`src/rtl/lvl_state_table.sv`:
```
// Per-level decision state table with backtrack-level search and indexed load/read port.
// Optional build macro LVL_STATE_FAST_FIND_EN: single-cycle combinational search instead of the scan.
module lvl_state_table #(
   parameter int NUM_LVLS         = 16,
   parameter int WIDTH_LVL        = 16,
   parameter int WIDTH_BIN        = 10,
   parameter int WIDTH_LVL_STATES = 11
) (
   input  logic                        clk,
   input  logic                        rst,
   input  logic                        dcd_valid_i,
   input  logic [WIDTH_LVL-1:0]        cur_lvl_i,
   input  logic [WIDTH_BIN-1:0]        cur_bin_num_i,
   input  logic                        find_start_i,
   input  logic [WIDTH_LVL-1:0]        max_lvl_i,
   output logic                        find_busy_o,
   output logic                        find_done_o,
   output logic                        find_found_o,
   output logic [WIDTH_LVL-1:0]        bkt_lvl_o,
   output logic [WIDTH_BIN-1:0]        bkt_bin_o,
   input  logic                        apply_bkt_i,
   input  logic                        wr_en_i,
   input  logic [WIDTH_LVL-1:0]        wr_idx_i,
   input  logic [WIDTH_LVL_STATES-1:0] lvl_state_i,
   input  logic [WIDTH_LVL-1:0]        rd_idx_i,
   output logic [WIDTH_LVL_STATES-1:0] lvl_state_o
);
   // state  | meaning
   // S_IDLE | waiting for find_start_i; backtrack may be applied
   // S_SCAN | examining one level per cycle, walking down from the start level
   // S_DONE | result latched; find_done_o strobes for this cycle
   typedef enum logic [1:0] {S_IDLE, S_SCAN, S_DONE} state_t;

   state_t                     r_state, w_state_nxt;
   logic [WIDTH_BIN-1:0]       r_dcd_bin [NUM_LVLS];
   logic [NUM_LVLS-1:0]        r_has_bkt;
   logic [WIDTH_LVL-1:0]       r_ptr, w_ptr_nxt, w_start_ptr;
   logic                       r_found;
   logic [WIDTH_LVL-1:0]       r_bkt_lvl;
   logic [WIDTH_BIN-1:0]       r_bkt_bin;
   logic [WIDTH_LVL_STATES-1:0] r_rd_data, w_rd_data;
   logic                       w_ld_res, w_res_found;
   logic [WIDTH_LVL-1:0]       w_res_lvl;
   logic [WIDTH_BIN-1:0]       w_res_bin;
   logic                       w_ptr_bkt;
   logic [WIDTH_BIN-1:0]       w_ptr_bin;
   logic                       w_apply;

   assign w_start_ptr = (max_lvl_i > WIDTH_LVL'(NUM_LVLS-1)) ? WIDTH_LVL'(NUM_LVLS-1) : max_lvl_i;
   assign w_apply     = apply_bkt_i && (r_state == S_IDLE) && r_found;

   always_comb begin
      w_ptr_bkt = 1'b0;
      w_ptr_bin = '0;
      w_rd_data = '0;
      for (int i = 0; i < NUM_LVLS; i++) begin
         if (r_ptr == WIDTH_LVL'(i)) begin
            w_ptr_bkt = r_has_bkt[i];
            w_ptr_bin = r_dcd_bin[i];
         end
         if (rd_idx_i == WIDTH_LVL'(i))
            w_rd_data = {r_dcd_bin[i], r_has_bkt[i]};
      end
   end

`ifdef LVL_STATE_FAST_FIND_EN
   logic                 w_fast_found;
   logic [WIDTH_LVL-1:0] w_fast_lvl;
   logic [WIDTH_BIN-1:0] w_fast_bin;

   // Ascending loop, so the highest qualifying level wins.
   always_comb begin
      w_fast_found = 1'b0;
      w_fast_lvl   = '0;
      w_fast_bin   = '0;
      for (int i = 1; i < NUM_LVLS; i++) begin
         if ((WIDTH_LVL'(i) <= w_start_ptr) && !r_has_bkt[i]) begin
            w_fast_found = 1'b1;
            w_fast_lvl   = WIDTH_LVL'(i);
            w_fast_bin   = r_dcd_bin[i];
         end
      end
   end
`endif

   always_comb begin
      w_state_nxt = r_state;
      w_ptr_nxt   = r_ptr;
      w_ld_res    = 1'b0;
      w_res_found = 1'b0;
      w_res_lvl   = '0;
      w_res_bin   = '0;
      case (r_state)
         S_IDLE: begin
            if (find_start_i) begin
               if (max_lvl_i == '0) begin
                  w_state_nxt = S_DONE;
                  w_ld_res    = 1'b1;
               end else begin
`ifdef LVL_STATE_FAST_FIND_EN
                  w_state_nxt = S_DONE;
                  w_ld_res    = 1'b1;
                  w_res_found = w_fast_found;
                  w_res_lvl   = w_fast_lvl;
                  w_res_bin   = w_fast_bin;
`else
                  w_state_nxt = S_SCAN;
                  w_ptr_nxt   = w_start_ptr;
`endif
               end
            end
         end
         S_SCAN: begin
            if (!w_ptr_bkt) begin
               w_state_nxt = S_DONE;
               w_ld_res    = 1'b1;
               w_res_found = 1'b1;
               w_res_lvl   = r_ptr;
               w_res_bin   = w_ptr_bin;
            end else if (r_ptr == WIDTH_LVL'(1)) begin
               w_state_nxt = S_DONE;
               w_ld_res    = 1'b1;
            end else begin
               w_ptr_nxt = r_ptr - WIDTH_LVL'(1);
            end
         end
         S_DONE:  w_state_nxt = S_IDLE;
         default: w_state_nxt = S_IDLE;
      endcase
   end

   always_ff @(posedge clk) begin
      if (rst) begin
         r_state   <= S_IDLE;
         r_ptr     <= '0;
         r_found   <= 1'b0;
         r_bkt_lvl <= '0;
         r_bkt_bin <= '0;
         r_rd_data <= '0;
      end else begin
         r_state   <= w_state_nxt;
         r_ptr     <= w_ptr_nxt;
         r_rd_data <= w_rd_data;
         if (w_ld_res) begin
            r_found   <= w_res_found;
            r_bkt_lvl <= w_res_lvl;
            r_bkt_bin <= w_res_bin;
         end
      end
   end

   // Later assignments win: apply over decision over load.
   always_ff @(posedge clk) begin
      if (rst) begin
         r_dcd_bin <= '{default: '0};
         r_has_bkt <= '0;
      end else begin
         for (int i = 0; i < NUM_LVLS; i++) begin
            if (wr_en_i && (wr_idx_i == WIDTH_LVL'(i))) begin
               r_dcd_bin[i] <= lvl_state_i[WIDTH_LVL_STATES-1:1];
               r_has_bkt[i] <= lvl_state_i[0];
            end
            if (dcd_valid_i && (cur_lvl_i == WIDTH_LVL'(i))) begin
               r_dcd_bin[i] <= cur_bin_num_i;
               r_has_bkt[i] <= 1'b0;
            end
            if (w_apply) begin
               if (WIDTH_LVL'(i) == r_bkt_lvl) begin
                  r_has_bkt[i] <= 1'b1;
               end else if (WIDTH_LVL'(i) > r_bkt_lvl) begin
                  r_dcd_bin[i] <= '0;
                  r_has_bkt[i] <= 1'b0;
               end
            end
         end
      end
   end

   assign find_busy_o  = (r_state == S_SCAN);
   assign find_done_o  = (r_state == S_DONE);
   assign find_found_o = r_found;
   assign bkt_lvl_o    = r_bkt_lvl;
   assign bkt_bin_o    = r_bkt_bin;
   assign lvl_state_o  = r_rd_data;

endmodule

```
`config.mk`:
```
export PLATFORM = sky130hd
export DESIGN_NAME = lvl_state_table
export DESIGN_NICKNAME = d
export VERILOG_FILES = /design/src/rtl/lvl_state_table.sv
export SDC_FILE = /design/constraint.sdc
export NUM_CORES = 1
export LEC_CHECK = 0
export CAP_MARGIN = 30
export CORE_ASPECT_RATIO = 2
export CORE_MARGIN = 10
export CORE_UTILIZATION = 29
export DETAILED_ROUTE_END_ITERATION = 8
export PLACE_DENSITY = 0.54
export SETUP_SLACK_MARGIN = 0.02
export SLEW_MARGIN = 10
export SYNTH_ARGS = -nofsm -noshare
export SYNTH_HDL_FRONTEND = slang
export SYNTH_SLANG_ARGS = --single-unit
```
`constraint.sdc`:
```
create_clock -name clk -period 7.71 [get_ports clk]
set_input_delay 1.542 -clock clk [delete_from_list [all_inputs] [get_ports clk]]
set_output_delay 1.542 -clock clk [all_outputs]
set_load 0.01 [all_outputs]
```
==> flow_summary.json, run 1 <==
{
  "status": "finished, final reports clean",
  "ff2ff_path_depth": 9,
  "postCtsSetupBuffers": 0,
  "clk_pin_slew_ns": 0.07,
  "finalSetupViolCount": 0,
  "drc": 0,
  "fin_tns_setup_ns": 0,
  "die_w_um": 177.7,
  "slew_viol_final": 0,
  "async_flop_share_pct": 0,
  "crit_chain": "inv_1 -> ha_1 -> nor4b_2 -> nand4_1 -> and4_1 -> nor3b_1 -> a211o_2 -> and2_1 -> a22o_1",
  "irDropWorstVdd_mv": 0.1415,
  "drtIter0Drc": 1732,
  "synth_area_leader_cell": "dfxtp_1",
  "grt_pass1_vias": 15240,
  "yosysMostFrequentCell": "nor2_1",
  "arrival_ns": 5.04,
  "design_area_um2": 17150,
  "cp_max_fo": 25,
  "cts_buffers": 23,
  "timing.critical_path.buf_inv": 1,
  "synth.area.top_cells": "dfxtp_1 32%, mux2i_1 13%, a211oi_1 8.8%",
  "synthTopCellsByCount": "269 x nor2_1, 232 x dfxtp_1, 185 x mux2i_1, 169 x a211oi_1, 122 x clkbuf_1",
  "leakagePower_nw": 5.882,
  "ctsHoldBuffers": 0,
  "worstReg2RegEnd": "bkt_bin_o[9]",
  "synth_cell_types": 84,
  "slowest_delay_ns": 0.65,
  "root_buffer": "clkbuf_16",
  "hold_violations": 0,
  "start_util_pct": 29.33,
  "via_per_inst": 6.212,
  "fin_util_pct": 34.85,
  "vias": 15260,
  "cp_top_family": "simple AND/OR/NAND/NOR gates",
  "synth_edf_count": 0,
  "min_to": "bkt_bin_o[8]",
  "fin_ws_ns": 3.162,
  "rsz0062_at_grt": "false",
  "tritoncts": "done",
  "gp_congestion": 1.029,
  "finalCritPeriodShare_pct": 58.99,
  "clock-sinks": 232,
  "die_area_um2": 59630,
  "maxCapViolations": 0,
  "cts_buffer_depth": 3,
  "hold_class": "flip-flop to flip-flop",
  "synth-seq-cells": 232,
  "max_slew_margin_pct": 29.47,
  "grt_pass1_wl_mm": 110.9,
  "ys_seq_area_share_pct": 32.18,
  "portBuffers": 130,
  "place_area_um2": 16330,
  "reg2reg_from": "r_ptr[0]",
  "synth_top_area_share_pct": 32.18,
  "clkLatencyLatePin_ns": 0.55,
  "final_antenna_net_count": 0,
  "grt_usage_pct": 25.59,
  "yosys_warnings": 0,
  "area.growth.synth_to_final_pct": 18.82,
  "crit_slowest_cell": "nand4_1",
  "htreeDepth": 1,
  "core_area_um2": 49210,
  "io_pins": 131,
  "fmax_ghz": 0.2199,
  "syn_area_per_cell_um2": 8.242,
  "hp-start": "bkt_bin_o[8]",
  "period_needed_ns": 4.548,
  "post-place-ws_ns": 3.073,
  "drt-wirelength-per-cell_um": 31.87,
  "hpwl_mm": 58.37,
  "routed_wl_mm": 78.30,
  "syn-num-nets": 1847,
  "cts-resized-gates": 0,
  "worst_pin_slew_ns": 1.058,
  "syn-cell-area_um2": 14430,
  "syn-instance-count": 1751,
  "grt_max_degree": 57,
  "antenna_found_initial": 3,
  "die_y_um": 335.5,
  "grt.overflow.total": 0,
  "power_density_nw_per_um2": 188.0,
  "finalNetCount": 1895,
  "startpoint_type": "flip-flop",
  "setup.worst_path.end_class": "flip-flop",
  "rows": 115,
  "drive_gt1_share_pct": 9.653,
  "reg2reg_slack_ns": 3.16,
  "hold_depth": 2,
  "first_pass_iters": 7,
  "required_ns": 8.20,
  "synth_flop_cell": "dfxtp_1",
  "clock_skew_ns": 0.01166,
  "path_class": "flip-flop to flip-flop"
}
## area by class of cell
| class | instances | area [um2] |
|---|---|---|
| fillers | 5104 | 32060 |
| multi-input cells | 1335 | 9081 |
| flip-flops and latches | 232 | 4644 |
| repair buffers | 190 | 1788 |
| well taps | 643 | 804.5 |
| clock buffers | 31 | 635.6 |
| clock inverters | 8 | 127.6 |
| inverters | 17 | 63.81 |
| diodes | 1 | 2.502 |
## registers in the layout, indices dropped and copies added (netlist names), named ones only
| name | flops |
|---|---|
| bkt_bin_o | 10 |
| r_dcd_bin | 159 |
| r_has_bkt | 16 |
| r_ptr | 16 |
| r_state | 2 |
| lvl_state_o | 11 |
| find_found_o | 1 |
| bkt_lvl_o | 16 |
## where the power goes
part / switching (mW) / total, mW / internal (mW)
clock: 0.541 / 1.22 / 0.679
combinational: 0.509 / 0.746 / 0.237
sequential: 0.0420 / 1.26 / 1.22
total: 1.09 / 3.22 / 2.13
## stage by stage
stage / hold slack (ns) / power, mW / instances
after global placement: 0.4550 / 1.994 / 2406
after CTS: 0.4633 / 3.203 / 2452
after floorplan: 0.4639 / 1.680 / 1751
after detailed placement: 0.4538 / 1.996 / 2413
after global routing: 0.4813 / 3.307 / 2456
final: 0.4710 / 3.224 / 2457
## cell families (layout without fill, tap and decap cells)
kind of cell / Yosys count / in the layout / synth area share [%]
and+or+nand+nor: 622 / 622 / 21.00
adders and majority gates: 5 / 5 / 0.4335
other: 0 / 1 / 0
buffers and inverters: 184 / 246 / 5.133
DFF: 232 / 232 / 32.18
AOI/OAI and AO/OA: 481 / 481 / 23.70
muxes: 225 / 225 / 17.44
xor gates and xnor gates: 2 / 2 / 0.1214
## worst max path at each step
stage | start | end | slack [ns] | cells after the start
CTS | r_ptr[0] | bkt_bin_o[9] | 3.26 | 9
global route | r_ptr[0] | bkt_bin_o[9] | 2.86 | 9
detailed placement | rd_idx_i[14] | lvl_state_o[4] | 3.07 | 8
floorplan | rd_idx_i[0] | lvl_state_o[0] | 4.07 | 8
finish | r_ptr[0] | bkt_bin_o[9] | 3.16 | 9
global placement | rd_idx_i[13] | lvl_state_o[4] | 3.01 | 8
## worst reg2reg max path, cell delays in order, from the launching register on
cell     delay (ns)
dfxtp_1        0.37
inv_1          0.17
ha_1           0.59
nor4b_2        0.59
nand4_1        0.65
and4_1         0.48
nor3b_1        0.59
a211o_2        0.59
and2_1         0.30
a22o_1         0.17
## metal layers
metal	GRT usage, %	share of wire [%]
met5	0	0.017
met1	24.68	32
met3	3.512	6.0
met2	45.62	51
met4	23.91	12
## cell usage in the layout (no fill, tap or decap), drive strengths merged, types with 23 or more instances in the layout
cell	count
mux2i	185
nor4	35
o22ai	23
nor3	26
a211oi	170
nand2	119
clkbuf	32
a21oi	93
nor2	269
buf	61
clkdlybuf4s50	127
dfxtp	232
nand3	53
o21ai	51
Note: power is estimated with default switching activity, not from simulation.
==> run 2: changes to the inputs <==
- clock period: 7.71 -> 4.5 ns (I/O delays scaled with it)
==> run 2 against run 1 <==
Largest power group is now the clock network. Wire length fell by 4.1%. Global-route usage decreased by 1.1 points. Highest routed layer is now met4. Critical path type unchanged. Maximum frequency is 20% higher.
==> flow_summary.json, run 2 (synthesis results as in run 1) <==
{
  "drive_gt1_share_pct": 11.42,
  "finalSetupViolCount": 0,
  "slew_viol_final": 0,
  "fmax_ghz": 0.2630,
  "die_w_um": 177.7,
  "cts_buffers": 23,
  "dp.cells": 2448,
  "power_density_nw_per_um2": 322.9,
  "path_class": "flip-flop to flip-flop",
  "irDropWorstVdd_mv": 0.2426,
  "hold_class": "flip-flop to flip-flop",
  "place_area_um2": 16660,
  "root_buffer": "clkbuf_16",
  "io_pins": 131,
  "setup.worst_path.end_class": "flip-flop",
  "fillers": 5087,
  "cp_max_fo": 14,
  "arrival_ns": 4.30,
  "via_per_inst": 6.139,
  "cts-resized-gates": 0,
  "required_ns": 5.00,
  "ff2ff_path_depth": 10,
  "rows": 115,
  "final_common_cell": "nor2_1",
  "regMostFlops": "r_dcd_bin",
  "status": "finished, final reports clean",
  "drt-wirelength-per-cell_um": 30.16,
  "drc": 0,
  "startpoint_type": "flip-flop",
  "clock-sinks": 232,
  "antenna_found_initial": 1,
  "htreeDepth": 1,
  "ctsHoldBuffers": 0,
  "postCtsSetupBuffers": 0,
  "grt_pass1_vias": 15140,
  "startpoint": "r_ptr[0]",
  "design_area_um2": 17510,
  "leakagePower_nw": 6.101,
  "die_area_um2": 59630,
  "worst_pin_slew_ns": 1.084,
  "area.growth.synth_to_final_pct": 21.34,
  "routed_wl_mm": 75.13,
  "reg2reg_slack_ns": 0.70,
  "tritoncts": "done",
  "grt.overflow.total": 0,
  "drtIter0Drc": 1570,
  "hpwl_mm": 57.81,
  "rsz0062_at_grt": "false",
  "final_antenna_net_count": 0,
  "gp_congestion": 1.066,
  "clock_skew_ns": 0.01124,
  "pwr-share-seq_pct": 38.0,
  "critical_path.endpoint": "bkt_bin_o[2]",
  "grt_pass1_wl_mm": 107.4,
  "clock_power_share_pct": 38.3,
  "start_util_pct": 29.33,
  "hp-start": "bkt_bin_o[3]",
  "hold_violations": 0,
  "clk_pin_slew_ns": 0.07,
  "first_pass_iters": 8,
  "core_area_um2": 49210,
  "largest_reg_flops": 159,
  "power_switching_mw": 1.874,
  "die_y_um": 335.5,
  "multi_input_area_um2": 9074,
  "internal_power_mw": 3.780,
  "comb_power_share_pct": 23.6,
  "final-instance-count-excl-fill": 2491,
  "vias": 15290,
  "finalNetCount": 1929,
  "max_slew_margin_pct": 27.53,
  "swShare_pct": 33.14,
  "maxCapViolations": 0,
  "worstReg2RegEnd": "bkt_bin_o[2]",
  "period_needed_ns": 3.803,
  "grt_max_degree": 56,
  "fin_tns_setup_ns": 0,
  "clkLatencyLatePin_ns": 0.56,
  "cts_buffer_depth": 3,
  "finalCritPeriodShare_pct": 84.50,
  "seq_area_um2": 4644,
  "reg2reg_from": "r_ptr[0]",
  "grt_usage_pct": 24.46,
  "final_cell_mix": "269 x nor2_1, 232 x dfxtp_1, 185 x mux2i_1",
  "portBuffers": 130
}
==> run 2: area by class of cell <==
class / instances / area share (%)
multi-input combinational: 1335 / 51.82
clock inverter: 10 / 0.9360
clock buffer: 29 / 3.701
sequential: 232 / 26.52
tap: 643 / 4.595
inverter: 17 / 0.3644
antenna: 1 / 0.01429
timing repair buffer: 224 / 12.05
==> run 2: how the worst min path moves through the flow <==
stage               cells after the start      endpoint  slack [ns]
floorplan                               2  bkt_lvl_o[7]        0.46
global placement                        1  bkt_bin_o[3]        0.46
detailed placement                      1  bkt_bin_o[3]        0.45
CTS                                     1  bkt_bin_o[3]        0.47
global route                            1  bkt_bin_o[3]        0.50
finish                                  1  bkt_bin_o[3]        0.47
==> run 2: critical path, cell delays in order, from the launching register on <==
cell       delay [ns]
dfxtp_1          0.38
inv_1            0.17
ha_1             0.58
nor4b_2          0.54
nand4_1          0.15
buf_4            0.24
o2111ai_1        0.27
o2111ai_4        0.26
a2111oi_4        0.72
a21boi_0         0.26
a22o_1           0.16
==> run 2: through the flow <==
stage               hold slack [ns]  utilization, %  power, mW  setup WS, ns
finish                       0.4660           35.58      5.653        0.6973
global route                 0.4965           35.58      5.797        0.4021
global placement             0.4566           33.52      3.470        0.8644
CTS                          0.4657           35.50      5.624        0.7249
floorplan                    0.4639               -      2.878         1.502
detailed placement           0.4527           33.85      3.485        0.7554
==> run 2: per-layer routing <==
| layer | global-route usage, % | up-vias | wire length [um] |
|---|---|---|---|
| li1 | - | 6737 | - |
| met1 | 23.20 | 7324 | 24160 |
| met2 | 43.42 | 876 | 37650 |
| met3 | 3.794 | 355 | 4545 |
| met4 | 23.56 | 0 | 8773 |
| met5 | 0 | - | 0 |
==> run 2: power groups by stage <==
stage                     Sequential [mW]  Combinational, mW  Clock, mW
final                                2.15               1.34       2.17
after global routing                 2.15               1.39       2.26
after CTS                            2.15               1.29       2.18
after detailed placement             2.20               1.29          0
after global placement               2.19               1.28          0
after floorplan                      2.16              0.718          0
